## src/rtl/adr_div_pipe.sv

```systemverilog
// ----------------------------------------------------------------------------
// adr_div_pipe
//
// Pipelined address splitter. Divides a flat memory address by either a fixed
// default divisor or a runtime divisor and returns the quotient (bank/row
// index) and remainder (in-bank offset). One restoring-division step is done
// per pipeline stage, most significant quotient bit first. Sits between the
// address generator and the data-memory bank decoder.
//
// Pipeline layout (QUO_W + 1 register ranks):
//   rank 0        : raw capture of the accepted address, effective divisor and
//                   the overflow / divide-by-zero flags.
//   rank j (1..)  : quotient bits QUO_W-1 .. QUO_W-j resolved.
//   output rank   : last step (bit 0) plus flag-driven result forcing.
//   So out_valid rises QUO_W clock edges after the accepting edge.
//
// Handshake: a transfer happens on a rising edge where valid && ready are both
// high. ready must not depend on valid of the same interface. The whole pipe
// advances as one unit: adv = !out_valid || out_ready. in_ready equals adv,
// and every rank (bubbles included) shifts forward when adv is high and holds
// otherwise, so out_* stay stable while out_valid && !out_ready.
//
// Ports:
//   clk        clock, all state on rising edge
//   rst_n      asynchronous active-low reset, flushes every in-flight item
//   in_valid   request valid
//   in_ready   block accepts a request this cycle
//   in_adr     dividend address            [ADR_W]
//   div_sel    0: use DEF_DIV, 1: use in_div
//   in_div     runtime divisor             [DIV_W]
//   out_valid  result valid
//   out_ready  consumer accepts result
//   out_quo    quotient                    [QUO_W]
//   out_rem    remainder                   [DIV_W]
//   out_ovf    quotient did not fit QUO_W bits (quo forced all ones, rem 0)
//   out_dz     divisor was zero            (quo forced all ones, rem 0)
// ----------------------------------------------------------------------------
module adr_div_pipe #(
  parameter int ADR_W   = 9,
  parameter int QUO_W   = 6,
  parameter int DIV_W   = 4,
  parameter int DEF_DIV = 12
) (
  input  logic             clk,
  input  logic             rst_n,
  input  logic             in_valid,
  output logic             in_ready,
  input  logic [ADR_W-1:0] in_adr,
  input  logic             div_sel,
  input  logic [DIV_W-1:0] in_div,
  output logic             out_valid,
  input  logic             out_ready,
  output logic [QUO_W-1:0] out_quo,
  output logic [DIV_W-1:0] out_rem,
  output logic             out_ovf,
  output logic             out_dz
);

  // Datapath width: wide enough for the address and for div << (QUO_W-1)
  // and div << QUO_W, so no shifted divisor is ever truncated.
  localparam int W    = (ADR_W > DIV_W + QUO_W) ? ADR_W : DIV_W + QUO_W;
  localparam int LAST = QUO_W - 1;

  localparam logic [DIV_W-1:0] DEF_DIV_V = DIV_W'(DEF_DIV);

  // The default divisor must be nonzero and representable in DIV_W bits.
  generate
    if (DEF_DIV < 1 || DEF_DIV > ((1 << DIV_W) - 1)) begin : g_bad_def_div
      $error("adr_div_pipe: DEF_DIV must be nonzero and fit in DIV_W bits");
    end
  endgenerate

  // --------------------------------------------------------------------------
  // Flow control
  // --------------------------------------------------------------------------
  logic adv;

  assign adv      = !out_valid || out_ready;
  assign in_ready = adv;

  // --------------------------------------------------------------------------
  // Acceptance-side decode
  // --------------------------------------------------------------------------
  logic [DIV_W-1:0] eff_div;
  logic [W-1:0]     adr_ext;
  logic [W-1:0]     ovf_lim;
  logic             in_ovf;
  logic             in_dz;

  assign eff_div = div_sel ? in_div : DEF_DIV_V;
  assign adr_ext = W'(in_adr);
  assign ovf_lim = W'(eff_div) << QUO_W;
  assign in_dz   = (eff_div == '0);
  // A quotient needs more than QUO_W bits exactly when adr >= div * 2^QUO_W.
  assign in_ovf  = !in_dz && (adr_ext >= ovf_lim);

  // --------------------------------------------------------------------------
  // Pipeline ranks
  // --------------------------------------------------------------------------
  logic             v_q    [QUO_W];
  logic [W-1:0]     part_q [QUO_W];
  logic [DIV_W-1:0] div_q  [QUO_W];
  logic [QUO_W-1:0] quo_q  [QUO_W];
  logic             ovf_q  [QUO_W];
  logic             dz_q   [QUO_W];

  // Result of the division step performed on each rank's contents.
  // Rank j resolves quotient bit QUO_W-1-j.
  logic [W-1:0]     n_part [QUO_W];
  logic [QUO_W-1:0] n_quo  [QUO_W];

  always_comb begin
    for (int j = 0; j < QUO_W; j++) begin
      n_part[j] = part_q[j];
      n_quo[j]  = quo_q[j];
    end
    for (int j = 0; j < QUO_W; j++) begin
      logic [W-1:0] sh;
      sh = W'(div_q[j]) << (QUO_W - 1 - j);
      if (part_q[j] >= sh) begin
        n_part[j]                = part_q[j] - sh;
        n_quo[j][QUO_W - 1 - j]  = 1'b1;
      end
    end
  end

  always_ff @(posedge clk or negedge rst_n) begin
    if (!rst_n) begin
      for (int j = 0; j < QUO_W; j++) begin
        v_q[j]    <= 1'b0;
        part_q[j] <= '0;
        div_q[j]  <= '0;
        quo_q[j]  <= '0;
        ovf_q[j]  <= 1'b0;
        dz_q[j]   <= 1'b0;
      end
      out_valid <= 1'b0;
      out_quo   <= '0;
      out_rem   <= '0;
      out_ovf   <= 1'b0;
      out_dz    <= 1'b0;
    end else if (adv) begin
      // Rank 0 captures every cycle the pipe advances; v_q marks bubbles.
      // The divisor is captured with the address so later in_div changes
      // never reach items already in flight.
      v_q[0]    <= in_valid;
      part_q[0] <= adr_ext;
      div_q[0]  <= eff_div;
      quo_q[0]  <= '0;
      ovf_q[0]  <= in_ovf;
      dz_q[0]   <= in_dz;

      for (int j = 1; j < QUO_W; j++) begin
        v_q[j]    <= v_q[j-1];
        part_q[j] <= n_part[j-1];
        div_q[j]  <= div_q[j-1];
        quo_q[j]  <= n_quo[j-1];
        ovf_q[j]  <= ovf_q[j-1];
        dz_q[j]   <= dz_q[j-1];
      end

      out_valid <= v_q[LAST];
      if (v_q[LAST]) begin
        if (ovf_q[LAST] || dz_q[LAST]) begin
          // The step results are meaningless for these items; report a
          // saturated quotient and a zero offset instead.
          out_quo <= '1;
          out_rem <= '0;
        end else begin
          out_quo <= n_quo[LAST];
          out_rem <= n_part[LAST][DIV_W-1:0];
        end
        out_ovf <= ovf_q[LAST];
        out_dz  <= dz_q[LAST];
      end
    end
  end

endmodule

```

## config.mk

```make
export PLATFORM = sky130hd
export DESIGN_NAME = adr_div_pipe
export DESIGN_NICKNAME = d
export VERILOG_FILES = /design/src/rtl/adr_div_pipe.sv
export SDC_FILE = /design/constraint.sdc
export NUM_CORES = 1
export LEC_CHECK = 0
export ABC_AREA = 1
export ABC_CLOCK_PERIOD_IN_PS = 2800
export BUFFER_PORTS_ARGS = -buffer_cell sky130_fd_sc_hd__buf_2
export CAP_MARGIN = 20
export CORE_MARGIN = 4
export CORE_UTILIZATION = 54
export CTS_CLUSTER_DIAMETER = 200
export CTS_CLUSTER_SIZE = 16
export DETAILED_ROUTE_END_ITERATION = 10
export PLACE_DENSITY = 0.75
export SKIP_LAST_GASP = 1
export SYNTH_ARGS = -nofsm -noshare
export SYNTH_HDL_FRONTEND = slang
export SYNTH_SLANG_ARGS = --single-unit
```

## constraint.sdc

```tcl
create_clock -name clk -period 2.8 [get_ports clk]
set_clock_uncertainty 0.05 [all_clocks]
set_input_delay 0.56 -clock clk [delete_from_list [all_inputs] [get_ports clk]]
set_output_delay 0.56 -clock clk [all_outputs]
set_load 0.01 [all_outputs]
```

==> results of run 1 <==
## sequential cells by signal, indices dropped and copies added, names as in the netlist
signal     cells
v_q            6
out_rem        4
div_q         24
part_q        59
dz_q           6
out_valid      1
ovf_q          6
out_quo        6
out_ovf        1
n_quo         15
out_dz         1
## area by class of cell
type / count / area, um2 / share of cell area (%)
sequential: 129 / 3230 / 41.3
multi-input combinational: 602 / 3100 / 39.6
clock buffer: 20 / 447 / 5.71
inverter: 99 / 374 / 4.78
timing repair buffer: 38 / 239 / 3.05
clock inverter: 12 / 230 / 2.94
tap: 168 / 210 / 2.69
## metrics by stage
step / setup slack, ns / instances / utilization, % / power (uW) / hold slack, ns
after CTS: 0.831 / 1068 / 64.3 / 10600 / 0.0534
final: 0.853 / 1068 / 64.3 / 10500 / 0.0286
after global placement: 0.921 / 1036 / 58.8 / 7820 / 0.402
after floorplan: 1.07 / 855 / - / 6850 / 0.214
after global routing: 0.714 / 1068 / 64.3 / 11500 / 0.0708
after detailed placement: 0.872 / 1036 / 58.8 / 7990 / 0.402
## cell usage after synthesis (2+ instances only)
library cell / n
nand3_1: 59
nand2_1: 320
nor2_4: 4
nand2_2: 6
a21oi_1: 10
nor2_2: 6
fa_1: 6
o21ai_0: 58
nand3b_1: 9
inv_2: 8
ha_1: 27
nand2_4: 2
or2_2: 3
nor3_1: 11
o21ai_1: 3
nand3_2: 2
nor2_1: 37
o22ai_1: 2
clkbuf_1: 7
nand4_1: 10
inv_1: 90
buf_2: 17
dfrtp_1: 129
o211ai_1: 4
xnor2_1: 4
xor2_1: 9
## per-layer routing
layer / track usage (%) / part of all wire, % / wire length (um)
met1: 27.6 / 43 / 6330
met2: 38.0 / 51 / 7410
met3: 4.96 / 3.5 / 505
met4: 7.72 / 2.1 / 308
met5: 0 / 0 / 0
## worst max path at each step
stage	cells after the start	slack, ns	start	end
2_1_floorplan	10	1.07	part_q[22]$_DFFE_PN0N_	part_q[18]$_DFFE_PN0N_
3_3_place_gp	8	0.92	out_ready	out_rem[1]$_DFFE_PN0P_
3_5_place_dp	8	0.87	out_ready	out_rem[0]$_DFFE_PN0P_
4_1_cts	4	0.83	out_valid$_DFFE_PN0N_	in_ready
5_1_grt	10	0.71	part_q[22]$_DFFE_PN0N_	part_q[18]$_DFFE_PN0N_
6_report	4	0.85	out_valid$_DFFE_PN0N_	in_ready
## power breakdown
group	internal (uW)	switching, uW
clock network	1700	823
logic	1770	3010
registers	2680	568
## kinds of logic after synthesis
kind of cell               count (synthesis)  synth area share [%]
adders and majority gates                 33                  6.72
xor gates and xnor gates                  13                  1.67
AOI/OAI and AO/OA                         83                  6.63
and+or+nand+nor                          473                  30.4
buffers and inverters                    124                  7.21
DFF                                      129                  47.4
## worst reg2reg max path, cell delays in order (launching register included)
cell,delay [ns]
dfrtp_1,0.38
inv_1,0.09
ha_1,0.15
inv_1,0.07
fa_1,0.41
nand3_1,0.11
nand2_1,0.12
nor2_4,0.18
nand2_4,0.10
nand2_1,0.09
o22ai_1,0.07
==> run summary, run 1 <==
GRT Util Overall: 22.1%
Reg2reg path depth: 10
Synth top area share: 47.4%
Crit. End Element: output pin
# rows: 40
Vias/cell: 5.15
Post-route cell area: 0.00782 mm2
Sum Neg Setup Slack: 0 ns
Routed Wire Length: 14600 um
GR Overflow Total: 0
I/O pin total: 32
Pwr dens: 1350 mW/mm2
Layout Nets: 938
Worst endpoint data arrival time: 1.34 ns
CP required: 2.19 ns
Post-detail-place hpwl: 9970 um
H-tree level count: 4
RSZ-0062 raised after global routing: no
Syn_area_per_cell: 7.97 um2
Routability cong.: 0.893
CP Cell Sequence: inv_1 > nor2_4 > clkinv_2 > buf_2
Achievable Freq: 514 MHz
DR iter-0 viols: 475
Die area: 0.0145 mm2
Max-cap violations: 0
Latest clock arrival within the worst-skew pair: 0.42 ns
Total CTS buffers: 17
Synth warnings: 0
Status: finished clean
Max-slew headroom: 53.9%
Critical path buffers and inverters: 3
Worst-Margin Slew: 0.692 ns
Reg2reg setup slack: 0.86 ns
Most common cell after layout, fill and taps aside: nand2_1
DIE WIDTH: 120 um
FF-to-FF Start: part_q[22]$_DFFE_PN0N_
Synth top area cells: dfrtp_1 47%, nand2_1 18%, ha_1 5.0%
Seq/Total Area, Yosys: 47.4%
Filler cells: 1025
Cell count after synthesis: 855
Vias in the first global route: 5545
Final setup vio count: 0
Post-synth EDFFs: 0
Count of cell types in the netlist: 38
Pin count of the biggest net entering global routing: 78
Routed WL per cell: 13.6 um
Top delay family on crit path: buffers and inverters
DR vias: 5499
Pleak: 0.00408 uW
Hold WC Path Type: in2async
Mapped cell area: 0.00682 mm2
Seq cells post-synth: 129
First-pass GRT wire length: 25800 um
Post-route ant nets: 0
Initial cell density of the core: 56.0%
Cts hold-fix bufs: 0
Placed Area: 0.00715 mm2
Core Box Area: 0.0122 mm2
Clock Tree Buf Depth: 2
CTS tree: done
Die Y-Extent: 120 um
Hold Violations, Final: 0
CP peak stage delay: 0.33 ns
Share of cells above drive strength 1: 11.9%
Period minus WS final: 1.95 ns
Antenna violations before repair: 0
DRC: 0
Yosys top cell by area: dfrtp_1
CTS root buffer: clkbuf_16
Final period util: 69.5%
Resize count post-CTS: 0
Final Max Slew Viols: 0
Clk slew on worst S/H paths: 0.06 ns
CP max stage cell: dfrtp_1
Ys async rst share: 100%
Router iterations before antenna repair: 5
CP Max Fanout: 12
Syn-to-layout area delta: 14.8%
PortBufs: 31
Syn nets: 906
FF-to-FF End: part_q[18]$_DFFE_PN0N_
Element type at the critical path start: flop
Sink Count: 129
Commonest cells after routing, fill and taps aside: 320 x nand2_1, 129 x dfrtp_1, 90 x inv_1, 59 x nand3_1, 58 x o21ai_0
Max VDD drop: 545 uV
Kind of critical path: reg2out
Number of diodes: 0
Predominant post-synthesis flop cell: dfrtp_1
Number of setup buffers added after CTS: 0
No activity file was read; power rests on OpenSTA's default activity.
==> run 2: changes to the inputs <==
Settings changed: ABC_CLOCK_PERIOD_IN_PS 2800 to 2000.
Clock period 2.8 ns to 2 ns, I/O delays scaled along.
==> run 2 against run 1 <==
  * Sequential share of layout area fell by 0.066 points
  * Count of clock-buffer cells in the layout fell by 1
  * Cell count rose by 0.19%
  * Setup slack got worse by 0.70 ns
  * Non-clock buffer count rose by 3
  * Hold slack improved by 0.099 ns
  * Critical path depth rose by 6
  * Via count fell by 1.1%
  * Total power rose by 37%
  * Design area rose by 0.16%
  * Largest power group unchanged
==> run summary, run 2 (synthesis gave the netlist of run 1 again) <==
Status: finished clean
Worst endpoint data arrival time: 2.10 ns
CP Max Fanout: 3
Final setup vio count: 0
Number of diodes: 0
Final period util: 92.3%
Crit. End Element: flop
PortBufs: 31
Die area: 0.0145 mm2
Layout Nets: 941
Max-cap violations: 0
Number of setup buffers added after CTS: 0
Latest clock arrival within the worst-skew pair: 0.42 ns
Router iterations before antenna repair: 5
Final Max Slew Viols: 0
Die Y-Extent: 120 um
H-tree level count: 4
Routed Wire Length: 14000 um
Reg2reg setup slack: 0.15 ns
DR vias: 5437
Hold WC Path Type: in2reg
Syn-to-layout area delta: 15.0%
# rows: 40
DR iter-0 viols: 381
Pin count of the biggest net entering global routing: 118
Worst-Margin Slew: 0.452 ns
Max-slew headroom: 69.9%
Most common cell after layout, fill and taps aside: nand2_1
Antenna violations before repair: 0
Routed WL per cell: 13.0 um
DIE WIDTH: 120 um
Pleak: 0.00409 uW
Period minus WS final: 1.85 ns
CTS root buffer: clkbuf_16
Hold Violations, Final: 0
I/O pin total: 32
Sum Neg Setup Slack: 0 ns
Pwr dens: 1850 mW/mm2
FF+latch area: 0.00323 mm2
Core Box Area: 0.0122 mm2
Kind of critical path: reg2reg
Commonest cells after routing, fill and taps aside: 319 x nand2_1, 129 x dfrtp_1, 90 x inv_1, 59 x nand3_1, 58 x o21ai_0
Biggest register: part_q
Clock Tree Buf Depth: 2
Filler cells: 1047
GR Overflow Total: 0
DRC: 0
Max reg flops: 59
Clk slew on worst S/H paths: 0.06 ns
Total power: 14500 uW
Element type at the critical path start: flop
Multi-input logic area: 0.00310 mm2
Total CTS buffers: 17
CP required: 2.26 ns
Post-detail-place hpwl: 9780 um
Post-route ant nets: 0
Vias/cell: 5.08
First-pass GRT wire length: 24800 um
Vias in the first global route: 5413
CTS tree: done
Achievable Freq: 542 MHz
Sink Count: 129
Initial cell density of the core: 56.0%
Max VDD drop: 861 uV
RSZ-0062 raised after global routing: no
GRT Util Overall: 21.2%
Share of cells above drive strength 1: 12.4%
Routability cong.: 0.845
[run 2: stage by stage]
| step | utilization, % | cells | worst slack [ns] | hold slack [ns] | cell area (um2) |
|---|---|---|---|---|---|
| CTS | 64.4 | 1070 | 0.112 | 0.119 | 7830 |
| global placement | 59.1 | 1038 | 0.178 | 0.251 | 7190 |
| floorplan | - | 855 | 0.266 | 0.0544 | 6820 |
| finish | 64.4 | 1070 | 0.154 | 0.128 | 7840 |
| detailed placement | 59.1 | 1038 | 0.129 | 0.254 | 7190 |
| global route | 64.4 | 1070 | 0.0194 | 0.159 | 7840 |
[run 2: worst max-delay path, stage by stage, from the launching register on]
cell	delay, ns
dfrtp_1	0.40
ha_1	0.22
fa_1	0.42
nor2_1	0.12
nand2_1	0.06
nand2_1	0.12
inv_1	0.09
nand4_1	0.08
nand2_1	0.05
nand3_1	0.07
nand2_1	0.06
[run 2: per-layer routing]
layer	vias up	GRT usage (%)	wire, um
li1	2780	-	-
met1	2528	26.8	6230
met2	104	35.8	6950
met3	25	5.29	530
met4	0	6.80	241
met5	-	0	0
[run 2: layout make-up]
cell class | instances | share of cell area, %
tap | 168 | 2.68
timing repair buffer | 41 | 3.69
sequential | 129 | 41.2
multi-input combinational | 602 | 39.6
inverter | 99 | 4.77
clock buffer | 19 | 5.78
clock inverter | 12 | 2.32
[run 2: final timing paths]
check                      depth (start not counted)                endpoint                  from
max                                               10   part_q[7]$_DFFE_PN0N_  div_q[4]$_DFFE_PN0N_
min                                                3      v_q[5]$_DFFE_PN0N_              in_valid
max reg2reg                                       10   part_q[7]$_DFFE_PN0N_  div_q[4]$_DFFE_PN0N_
min reg2reg                                        2    ovf_q[1]$_DFFE_PN0N_  ovf_q[2]$_DFFE_PN0N_
max in group asynchronous                          3  out_rem[0]$_DFFE_PN0P_                 rst_n
min in group asynchronous                          2  part_q[15]$_DFFE_PN0N_                 rst_n
[run 2: timing repair]
item | 4_1_cts | 5_1_grt
resized for setup | 0 | 2
hold buffers | 1 | 0
endpoints found under the hold margin | 27 | 0
setup endpoints to repair | 0 | 4
[run 2: report_power, final]
group / switching [uW] / internal [uW]
Sequential: 769 / 3760
Combinational: 4150 / 2510
Clock: 1150 / 2150
Total: 6070 / 8420
==> run 3: changes to the inputs <==
Settings changed: BUFFER_PORTS_ARGS -buffer_cell sky130_fd_sc_hd__buf_2 to -buffer_cell sky130_fd_sc_hd__clkbuf_2, REMOVE_ABC_BUFFERS set to 1.
==> run 3 against run 2 <==
  * Hold slack worse by 0.0076 ns
  * Critical endpoint is now part_q[5]$_DFFE_PN0N_
  * Flip-flop and latch count is the same
  * Sequential share of layout area shrank 0.053 points
  * First-iteration DRC count up 15%
  * Die area stayed put
  * Via count shrank 0.99%
  * Sequential power is essentially flat
  * Core utilization up 0.082 points
  * Global-route usage down 0.59 points
  * Design area rose by 0.13%
==> run summary, run 3 (synthesis gave the netlist of run 1 again) <==
Max reg flops: 59
Fin util: 64.5%
Core Box Area: 0.0122 mm2
Worst endpoint data arrival time: 2.12 ns
Max VDD drop: 650 uV
Syn-to-layout area delta: 15.1%
CTS tree: done
Hold WC Path Type: in2reg
Routability cong.: 0.828
Hold Violations, Final: 0
Routed WL per cell: 13.0 um
Clock Tree Buf Depth: 2
Worst-Margin Slew: 0.458 ns
Final setup vio count: 0
Final period util: 91.6%
Sink Count: 129
Number of diodes: 0
Number of setup buffers added after CTS: 0
GRT Util Overall: 20.6%
Switch Pwr: 6040 uW
DR iter-0 viols: 438
Status: finished clean
Latest clock arrival within the worst-skew pair: 0.42 ns
Crit. End Element: flop
FF+latch area: 0.00323 mm2
Antenna violations before repair: 0
First-pass GRT wire length: 24000 um
Filler cells: 1062
Commonest cells after routing, fill and taps aside: 318 x nand2_1, 129 x dfrtp_1, 90 x inv_1, 58 x nand3_1, 58 x o21ai_0
Max-cap violations: 0
Element type at the critical path start: flop
H-tree level count: 4
Vias in the first global route: 5195
Post-route ant nets: 0
Clock power share: 22.7%
DIE WIDTH: 120 um
Die Y-Extent: 120 um
PortBufs: 31
Layout Nets: 942
Pwr dens: 1850 mW/mm2
Period minus WS final: 1.83 ns
Pleak: 0.00410 uW
Initial cell density of the core: 56.0%
# rows: 40
Max-slew headroom: 69.5%
Reg power frac: 31.2%
Most common cell after layout, fill and taps aside: nand2_1
Final non-filler cell total: 1071
Biggest register: part_q
Sw Ratio: 41.7%
Total CTS buffers: 17
Achievable Freq: 546 MHz
Die area: 0.0145 mm2
Routed Wire Length: 13900 um
I/O pin total: 32
GR Overflow Total: 0
CP Max Fanout: 3
Post-Place Cells: 1039
Final Max Slew Viols: 0
Placed Area: 0.00719 mm2
RSZ-0062 raised after global routing: no
Int Power: 8450 uW
Router iterations before antenna repair: 5
Clk slew on worst S/H paths: 0.05 ns
Kind of critical path: reg2reg
Hold slack: 0.120 ns
Total power: 14500 uW
DR vias: 5383
Comb power frac: 46.1%
DRC: 0
Vias/cell: 5.03
Post-detail-place hpwl: 9440 um
Pin count of the biggest net entering global routing: 122
Share of cells above drive strength 1: 12.6%
Post-route cell area: 0.00785 mm2
CP required: 2.29 ns
Multi-input logic area: 0.00311 mm2
CTS root buffer: clkbuf_16
run 3: changes by cell type in the layout (fill, tap and decap cells not counted), moves of 2 or more:
| cell | previous run | this run |
|---|---|---|
| inv_6 | 2 | 0 |
| clkbuf_1 | 0 | 2 |
| buf_4 | 5 | 7 |
| buf_2 | 30 | 0 |
| clkbuf_2 | 0 | 30 |
run 3: worst paths after layout:
kind	start	to	slack, ns	cells past startpoint
max	part_q[11]$_DFFE_PN0N_	part_q[5]$_DFFE_PN0N_	0.17	9
min	in_valid	v_q[5]$_DFFE_PN0N_	0.12	3
max reg2reg	part_q[11]$_DFFE_PN0N_	part_q[5]$_DFFE_PN0N_	0.17	9
min reg2reg	v_q[4]$_DFFE_PN0N_	v_q[3]$_DFFE_PN0N_	0.41	2
max in group asynchronous	rst_n	v_q[0]$_DFFE_PN0N_	0.91	3
min in group asynchronous	rst_n	div_q[1]$_DFFE_PN0N_	0.40	2
run 3: layer usage:
layer | vias to the layer above | wire (um) | track usage, %
met3 | 26 | 493 | 4.44
li1 | 2772 | - | -
met1 | 2490 | 6430 | 26.2
met4 | 0 | 286 | 7.93
met5 | - | 0 | 0
met2 | 95 | 6680 | 34.5
run 3: critical path: stages, from the launching register on:
cell and delay [ns]:
dfrtp_1 0.33, inv_1 0.08, ha_1 0.25, fa_1 0.42, nor2_1 0.12, nand2_1 0.07
nand2_2 0.08, xor2_1 0.18, nand3_1 0.10, o21ai_0 0.08
run 3: final cells by class:
class | count | share of cell area (%)
sequential | 129 | 41.1
clock inverter | 9 | 1.98
clock buffer | 22 | 6.04
inverter | 99 | 4.78
tap | 168 | 2.68
timing repair buffer | 42 | 3.73
multi-input combinational | 602 | 39.6
run 3: timing repair:
item                       in CTS  in global routing
hold endpoints to repair       24                  0
setup endpoints to repair       0                 13
hold buffers                    1                  0
resized for setup               0                  6
run 3: through the flow:
| step | TNS, ns | worst slack [ns] |
|---|---|---|
| floorplan | -105.29 | -1.25 |
| global placement | 0 | 0.181 |
| detailed placement | 0 | 0.144 |
| CTS | 0 | 0.0854 |
| global route | 0 | 0.0262 |
| finish | 0 | 0.168 |
run 3: power groups by stage:
stage | combinational [uW] | sequential, uW | clock [uW]
global route | 7680 | 4670 | 3460
CTS | 6670 | 4520 | 3340
finish | 6680 | 4530 | 3290
global placement | 6410 | 4510 | 0
floorplan | 5110 | 4390 | 0
detailed placement | 6560 | 4540 | 0
